$ cat config.mk
export PLATFORM = sky130hd
export DESIGN_NAME = hazard_ctrl
export DESIGN_NICKNAME = d
export VERILOG_FILES = /design/src/rtl/hazard_ctrl.sv
export SDC_FILE = /design/constraint.sdc
export NUM_CORES = 1
export LEC_CHECK = 0
export ABC_AREA = 1
export CORE_MARGIN = 4
export CORE_UTILIZATION = 29
export DETAILED_ROUTE_END_ITERATION = 10
export PLACE_DENSITY = 0.9
export SLEW_MARGIN = 20
export SYNTH_ARGS = -nofsm -noshare
export SYNTH_HDL_FRONTEND = slang
export SYNTH_SLANG_ARGS = --single-unit
$ cat constraint.sdc
create_clock -name clock -period 1.7 [get_ports clock]
set_input_delay 0.51 -clock clock [delete_from_list [all_inputs] [get_ports clock]]
set_output_delay 0.51 -clock clock [all_outputs]
set_load 0.03 [all_outputs]
$ cat src/rtl/hazard_ctrl.sv
`default_nettype none
// ============================================================================
// hazard_ctrl : load-use stall and taken-branch flush control for a 5-stage
//               MIPS pipeline. Optional counters under HAZARD_PERF_EN.
// Revision    : 1.0
// ============================================================================
module hazard_ctrl #(
  parameter int REG_W = 5,
  parameter int CNT_W = 16
) (
  input  logic             clock,
  input  logic             reset,
  input  logic [REG_W-1:0] IFID_rs,
  input  logic [REG_W-1:0] IFID_rt,
  input  logic             IFID_branch,
  input  logic             IDEX_memRead,
  input  logic [REG_W-1:0] IDEX_rt,
  input  logic             branchTaken,
  output logic             PCWrite,
  output logic             IFIDWrite,
  output logic             IDEX_bubble,
  output logic             flushIFID,
  output logic             flushEXMEM,
  output logic             PCSrc,
  output logic             spurious,
  output logic [CNT_W-1:0] stallCount,
  output logic [CNT_W-1:0] flushCount
);

  logic       load_use;
  logic       flush;
  logic       stall;
  logic [1:0] br_pipe_q, br_pipe_d;   // [0]=branch in EX, [1]=branch in MEM
  logic       spurious_q, spurious_d;

  always_comb begin
    load_use = IDEX_memRead && (IDEX_rt != '0) &&
               ((IDEX_rt == IFID_rs) || (IDEX_rt == IFID_rt));
    flush    = br_pipe_q[1] & branchTaken;
    // A taken branch squashes the stalled instruction anyway, so flush wins.
    stall    = load_use & ~flush;

    if (flush)
      br_pipe_d = 2'b00;
    else if (stall)
      br_pipe_d = {br_pipe_q[0], 1'b0};
    else
      br_pipe_d = {br_pipe_q[0], IFID_branch};

    spurious_d = spurious_q | (branchTaken & ~br_pipe_q[1]);
  end

  always_ff @(posedge clock) begin
    if (reset) begin
      br_pipe_q  <= 2'b00;
      spurious_q <= 1'b0;
    end else begin
      br_pipe_q  <= br_pipe_d;
      spurious_q <= spurious_d;
    end
  end

  assign PCWrite     = ~stall;
  assign IFIDWrite   = ~stall;
  assign IDEX_bubble = stall | flush;
  assign flushIFID   = flush;
  assign flushEXMEM  = flush;
  assign PCSrc       = flush;
  assign spurious    = spurious_q;

`ifdef HAZARD_PERF_EN
  localparam logic [CNT_W-1:0] c_CNT_MAX = '1;

  logic [CNT_W-1:0] stall_cnt_q, stall_cnt_d;
  logic [CNT_W-1:0] flush_cnt_q, flush_cnt_d;

  always_comb begin
    stall_cnt_d = stall_cnt_q;
    flush_cnt_d = flush_cnt_q;
    if (stall && (stall_cnt_q != c_CNT_MAX))
      stall_cnt_d = stall_cnt_q + CNT_W'(1);
    if (flush && (flush_cnt_q != c_CNT_MAX))
      flush_cnt_d = flush_cnt_q + CNT_W'(1);
  end

  always_ff @(posedge clock) begin
    if (reset) begin
      stall_cnt_q <= '0;
      flush_cnt_q <= '0;
    end else begin
      stall_cnt_q <= stall_cnt_d;
      flush_cnt_q <= flush_cnt_d;
    end
  end

  assign stallCount = stall_cnt_q;
  assign flushCount = flush_cnt_q;
`else
  assign stallCount = '0;
  assign flushCount = '0;
`endif

endmodule
`default_nettype wire

==> flow_summary_export.csv, run 1 <==
group,metric,value,unit
worst_setup_path,cp-start-kind,"primary input",
power_and_ir_drop,total_power,0.4430,mW
logic_synthesis,synth_xor_area_frac,0.02947,
die,top_level_ports,59,
logic_synthesis,ys_warn_count,0,
finish,final_cells,156,
logic_synthesis,synth_mux_area_frac,0,
die,dieArea,0.002838,mm2
sta,fin_skew,3.300,ps
finish,fill_cells,217,
logic_synthesis,yosysTopAreaCell,"buf_4",
finish,nets,150,
logic_synthesis,syn-cell-area,594.3,um2
power_and_ir_drop,sw_frac_of_total,0.4633,
grt,grt_usage,0.08493,
worst_setup_path,reg2reg_depth,6,
power_and_ir_drop,p_int,0.2378,mW
route,drt_iter0_drc,1,
worst_setup_path,crit_type,"in2out",
sta,hold_viol,0,
route,totalWireLength,1234,um
logic_synthesis,synth_compound_area_frac,0.02526,
finish,regArea,60.06,um2
min_path,holdPathStages,1,
logic_synthesis,synth_cells,100,
grt,grt_start_max_net_pins,5,
worst_setup_path,worstReg2RegEnd,"br_pipe_q[0]",
power_and_ir_drop,power_frac_seq,0.173,
worst_setup_path,arrival,1290,ps
power_and_ir_drop,power_density,531.6,mW/mm2
min_path,hold_class,"reg2reg",
grt,overflow,0,
flow_run,maxCapViolations,0,
power_and_ir_drop,net-switching-power,0.2052,mW
finish,final_core_util,0.4247,
die,start_util,0.3029,
die,die_w,53.27,um
worst_setup_path,crit_family,"buffers and inverters",
logic_synthesis,ys_top_cells_by_area,"buf_4 (44%), nand2_1 (16%), dfxtp_1 (10%)",
sta,period_minus_slack,1796,ps
status,outcome,"finished, violations left",
worst_setup_path,r2r_slack,720,ps
die,row_count,16,
finish,drive_above_1_share,0.3798,
route,wl_per_cell,7.910,um
sta,slew_viol_final,0,
cts,hold_buffers,0,
placed_design,hpwl,1033,um
sta,setup_viol,3,
grt,antenna_found_initial,0,
route,drtPass1Iterations,3,
finish,multiInputGateArea,375.4,um2
cts,cts_max_level,1,
power_and_ir_drop,pwr-share-comb,0.538,
logic_synthesis,synthSimpleGateAreaFrac,0.2947,
sta,layout_setup_ws,-96.01,ps
finish,n_antenna_cell,0,
sta,clock.fmax,556.8,MHz
status,violations,"setup timing",
worst_setup_path,slowest_delay,140,ps
cts,cts_tree,"done",
min_path,min_from,"br_pipe_q[0]",
placed_design,numPortBuffers,26,
worst_setup_path,cp_cell_sequence,"buf_6 > buf_6 > xnor2_2 > nand3_2 > nand2_4 > nand2_2 > nand2_2 > buf_6",
worst_setup_path,crit_path_frequent_cell,"buf_6",
power_and_ir_drop,p_leak,0.4972,nW
placed_design,post-place-cells,151,
cts,clock_sinks,3,
sta,rsz0062_at_grt,"yes",
power_and_ir_drop,pwr-share-clk,0.289,
logic_synthesis,synth_seq_area_share,0.1011,
cts,cts_root_buffer,"clkbuf_4",
die,core,0.001962,mm2
logic_synthesis,synth_top_area_frac,0.4421,
die,die_h,53.27,um
logic_synthesis,syn_avg_cell_area,5.943,um2
power_and_ir_drop,ir_drop,0.2921,mV
placed_design,finalWeightedCongestion,0.7204,
cts,clk_latency,230,ps
worst_setup_path,cp-end-kind,"output pin",
logic_synthesis,synth_fa_ha_area_frac,0,
route,viasPerCell,3.404,
cts,path_clk_slew,40,ps
logic_synthesis,synth-seq-cells,3,
sta,min_period_over_period,1.056,
placed_design,pre_cts_ws,-674.8,ps
worst_setup_path,crit_slowest_cell,"xnor2_2",
route,ant_nets,0,
grt,first_global_vias,468,
sta,fin_tns_setup,-274.4,ps
min_path,min_to,"br_pipe_q[1]",
grt,grt_pass1_wl,1794,um
worst_setup_path,r2r-start,"br_pipe_q[1]",
route,num_vias,531,
worst_setup_path,crit_fanout,3,
cts,cts_buffers,3,
logic_synthesis,synth_top_family_by_area,"buffers and inverters",
worst_setup_path,crit_buf_inv,3,
route,drc_errors,0,
logic_synthesis,synth_cell_types,17,
finish,area_delta_synth_final,40.21,%
worst_setup_path,worstPathRequired,1190,ps
cts,cts_buffer_depth,2,
==> power groups by stage <==
stage               logic [mW]  clock network, mW  registers (mW)
finish                   0.238              0.128          0.0767
global route             0.257              0.142          0.0774
CTS                      0.227              0.133          0.0768
detailed placement       0.227                  0          0.0778
global placement         0.225                  0          0.0778
floorplan                0.211                  0          0.0814
==> what timing repair did <==
action | in CTS | in global routing
setup endpoints to repair | 7 | 3
setup buffers | 0 | 1
pin swaps | 23 | 7
resized for setup | 84 | 10
==> sequential cells by signal, summed over array words and instances (netlist names) <==
name,cells
br_pipe_q,2
spurious,1
==> placed cells by master (no fill, tap or decap) <==
cell | Yosys | routed
a21oi_1 | 2 | 2
buf_2 | 0 | 7
buf_4 | 35 | 2
buf_6 | 0 | 13
buf_8 | 0 | 2
clkbuf_1 | 0 | 1
clkbuf_4 | 0 | 3
clkdlybuf4s50_1 | 0 | 2
conb_1 | 1 | 32
dfxtp_1 | 3 | 3
dlygate4sd2_1 | 0 | 3
inv_1 | 12 | 8
inv_2 | 3 | 6
inv_4 | 0 | 2
nand2_1 | 25 | 21
nand2_2 | 2 | 5
nand2_4 | 0 | 1
nand3_1 | 2 | 1
nand3_2 | 1 | 1
nand3_4 | 0 | 1
nand4_1 | 1 | 1
nor2_1 | 6 | 3
nor2_2 | 2 | 4
nor2_4 | 0 | 1
nor3b_1 | 1 | 1
o21ai_1 | 0 | 1
xnor2_1 | 2 | 1
xnor2_2 | 0 | 1
==> Yosys cell counts <==
master and count:
clkinv_1 1, buf_4 35, nand3_1 2, inv_2 3, o21ai_0 1, nor2_1 6
inv_1 12, nand2_1 25, dfxtp_1 3, xnor2_1 2, nor3b_1 1, nand4_1 1
a21oi_1 2, conb_1 1, nor2_2 2, nand2_2 2, nand3_2 1
==> cell type report <==
cell class | instances | share of cell area
Clock buffer | 4 | 0.03153
Inverter | 16 | 0.07808
Multi-Input combinational cell | 77 | 0.4505
Sequential cell | 3 | 0.07207
Tap cell | 27 | 0.04054
Timing Repair Buffer | 29 | 0.3273
==> logic make-up (layout without fill, tap and decap cells) <==
logic type | count (synthesis) | in the layout
flip-flops | 3 | 3
other | 1 | 32
XOR/XNOR | 2 | 2
AO/OA/AOI/OAI | 3 | 3
AND/OR/NAND/NOR | 40 | 40
buffers and inverters | 51 | 49
==> worst max-delay path by stage <==
stage / start / to / slack [ps] / depth (start not counted)
6_report: IDEX_rt[4] / IDEX_bubble / -100 / 8
5_1_grt: IDEX_rt[0] / IDEX_bubble / -170 / 9
4_1_cts: IDEX_rt[0] / IDEX_bubble / -130 / 10
3_5_place_dp: IDEX_rt[0] / IDEX_bubble / -670 / 10
3_3_place_gp: IDEX_rt[0] / IDEX_bubble / -660 / 10
2_1_floorplan: IDEX_rt[0] / PCWrite / -1 / 7
==> layer usage <==
layer  global-route usage  wire length (um)
met2               0.1510               634
met5                    0                 0
met4              0.03830                19
met3              0.03099               195
met1              0.08710               385
==> per-stage QoR <==
stage | area, um2 | hold WS, ps
final | 833.3 | 449.9
after global routing | 833.3 | 470.9
after CTS | 797.0 | 454.7
after detailed placement | 764.5 | 449.3
after global placement | 764.5 | 443.5
after floorplan | 737.0 | 439.0
No activity file was read; power rests on OpenSTA's default activity.
==> run 2, diff against run 1 <==
--- a/config.mk
+++ b/config.mk
@@ -10,6 +10,7 @@
 export CORE_UTILIZATION = 29
 export DETAILED_ROUTE_END_ITERATION = 10
 export PLACE_DENSITY = 0.9
+export SKIP_LAST_GASP = 1
 export SLEW_MARGIN = 20
 export SYNTH_ARGS = -nofsm -noshare
 export SYNTH_HDL_FRONTEND = slang
==> results of run 2 <==
Same layout as run 1: the final DEF is identical, and so are final timing and power.
==> RTL edit, RTL diff (settings of run 2) <==
`CNT_W`: 16 -> 14.
--- a/src/rtl/hazard_ctrl.sv
+++ b/src/rtl/hazard_ctrl.sv
@@ -8,3 +8,3 @@
   parameter int REG_W = 5,
-  parameter int CNT_W = 16
+  parameter int CNT_W = 14
 ) (
Ports: changed (resized flushCount and stallCount); port bits go from 59 to 55. No check against the original RTL was run, so the function may have changed too.
==> RTL edit against run 2 <==
- the flow still finishes with violations (setup timing)
- maximum frequency down 1.3%
- worst setup slack worse by 0.023 ns
- wire length up 15%
- area after synthesis down 5.1%
- sequential cell count unchanged
- total power about the same
- final area up 1.1%
- largest power group unchanged
- highest routed layer unchanged
==> RTL edit: results <==
[yosys]
netlist_instances = 96
yosysTopAreaCellShare_pct = 41.2
synth_seq_area_share_pct = 10.6
synth.area.top_cells = "buf_4 41%, nand2_1 17%, dfxtp_1 11%"
synthDistinctLibCells = 17
yosys-top-cells-count = "31 x buf_4, 25 x nand2_1, 12 x inv_1, 6 x nor2_1"

[global_routing]
grt_pass1_vias = 561
grt_pass1_wl_um = 2170
grt_use_total_pct = 10.9

[final_layout]
num-nets-final = 149
n_antenna_cell = 0
final_layout_size_suffix_gt1_share_pct = 39.8
fillCellCount = 188

[placed_design]
gp_congestion = 0.695
hpwl_um = 1220
place_ws_ns = -0.684
place_area_um2 = 754

[worst_hold_path]
hold_depth = 1

[sta]
setup_viol_count_final = 3
fin_ws_ns = -0.119
skew_ns = 0.00972

[drt]
vias = 572
drt_iter0_markers = 7
post_drt_wl_per_cell_um = 9.25
firstDrtPassIters = 2
viasPerCell = 3.74

[pwr]
leakagePower_nw = 0.497
ir_drop_mv = 0.227

[setup_path]
critical_path_arrival_ns = 1.31
path_max_fanout = 4
cpLargestDelayFamily = "simple AND/OR/NAND/NOR gates"
cpPeakStageDelay_ns = 0.13
r2r_cells = 7
slowest_stage = "buf_6"

[clock_tree]
cts_buffers = 3

[status]
violations = "setup timing"
status = "finished with violations"
-- RTL edit: layout make-up --
class	instances	area (µm²)	share of cell area [%]
Clock buffer	4	26.3	3.12
Inverter	16	70.1	8.32
Multi-Input combinational cell	73	353	41.9
Sequential cell	3	60.1	7.13
Tap cell	25	31.3	3.71
Timing Repair Buffer	32	302	35.8
-- RTL edit: per-stage QoR --
stage	power (mW)	TNS, ns
CTS	0.439	-0.295
floorplan	0.274	-0.00127
global route	0.476	-0.631
detailed placement	0.299	-2.87
global placement	0.294	-2.74
finish	0.443	-0.298
-- RTL edit: path summary, 6_finish.rpt --
| kind | startpoint | end | slack (ns) |
|---|---|---|---|
| worst max register to register | br_pipe_q[1]$_SDFF_PP0_ | br_pipe_q[0]$_SDFF_PP0_ | 0.64 |
| worst max-delay path | IDEX_rt[0] | IDEX_bubble | -0.12 |
| worst min-delay path | br_pipe_q[0]$_SDFF_PP0_ | br_pipe_q[1]$_SDFF_PP0_ | 0.47 |
| worst min register to register | br_pipe_q[0]$_SDFF_PP0_ | br_pipe_q[1]$_SDFF_PP0_ | 0.47 |
-- RTL edit: logic make-up after synthesis --
family	count (synthesis)	synth area share, %
xor+xnor	2	3.10
flops	3	10.6
buf+inv	47	51.9
compound gates	3	2.66
simple gates	40	31.0
other cells	1	0.665
-- RTL edit: what timing repair did --
item,4_1_cts,5_1_grt
resized for setup,93,3
endpoints found under the setup margin,7,3
pin swaps,24,6
cloned,0,0
buffers inserted,2,1
-- RTL edit: per-layer routing --
metal	routed length, µm	global-route usage [%]	up-vias
met5	0	0	-
met2	830	20.5	33
met1	445	10.3	247
met4	8	9.17	0
met3	131	1.43	2
li1	-	-	290
-- RTL edit: report_power, final --
part / switching (mW) / internal (mW)
Sequential: 0.00204 / 0.0752
Clock: 0.0422 / 0.0883
Combinational: 0.155 / 0.0802
Total: 0.199 / 0.244
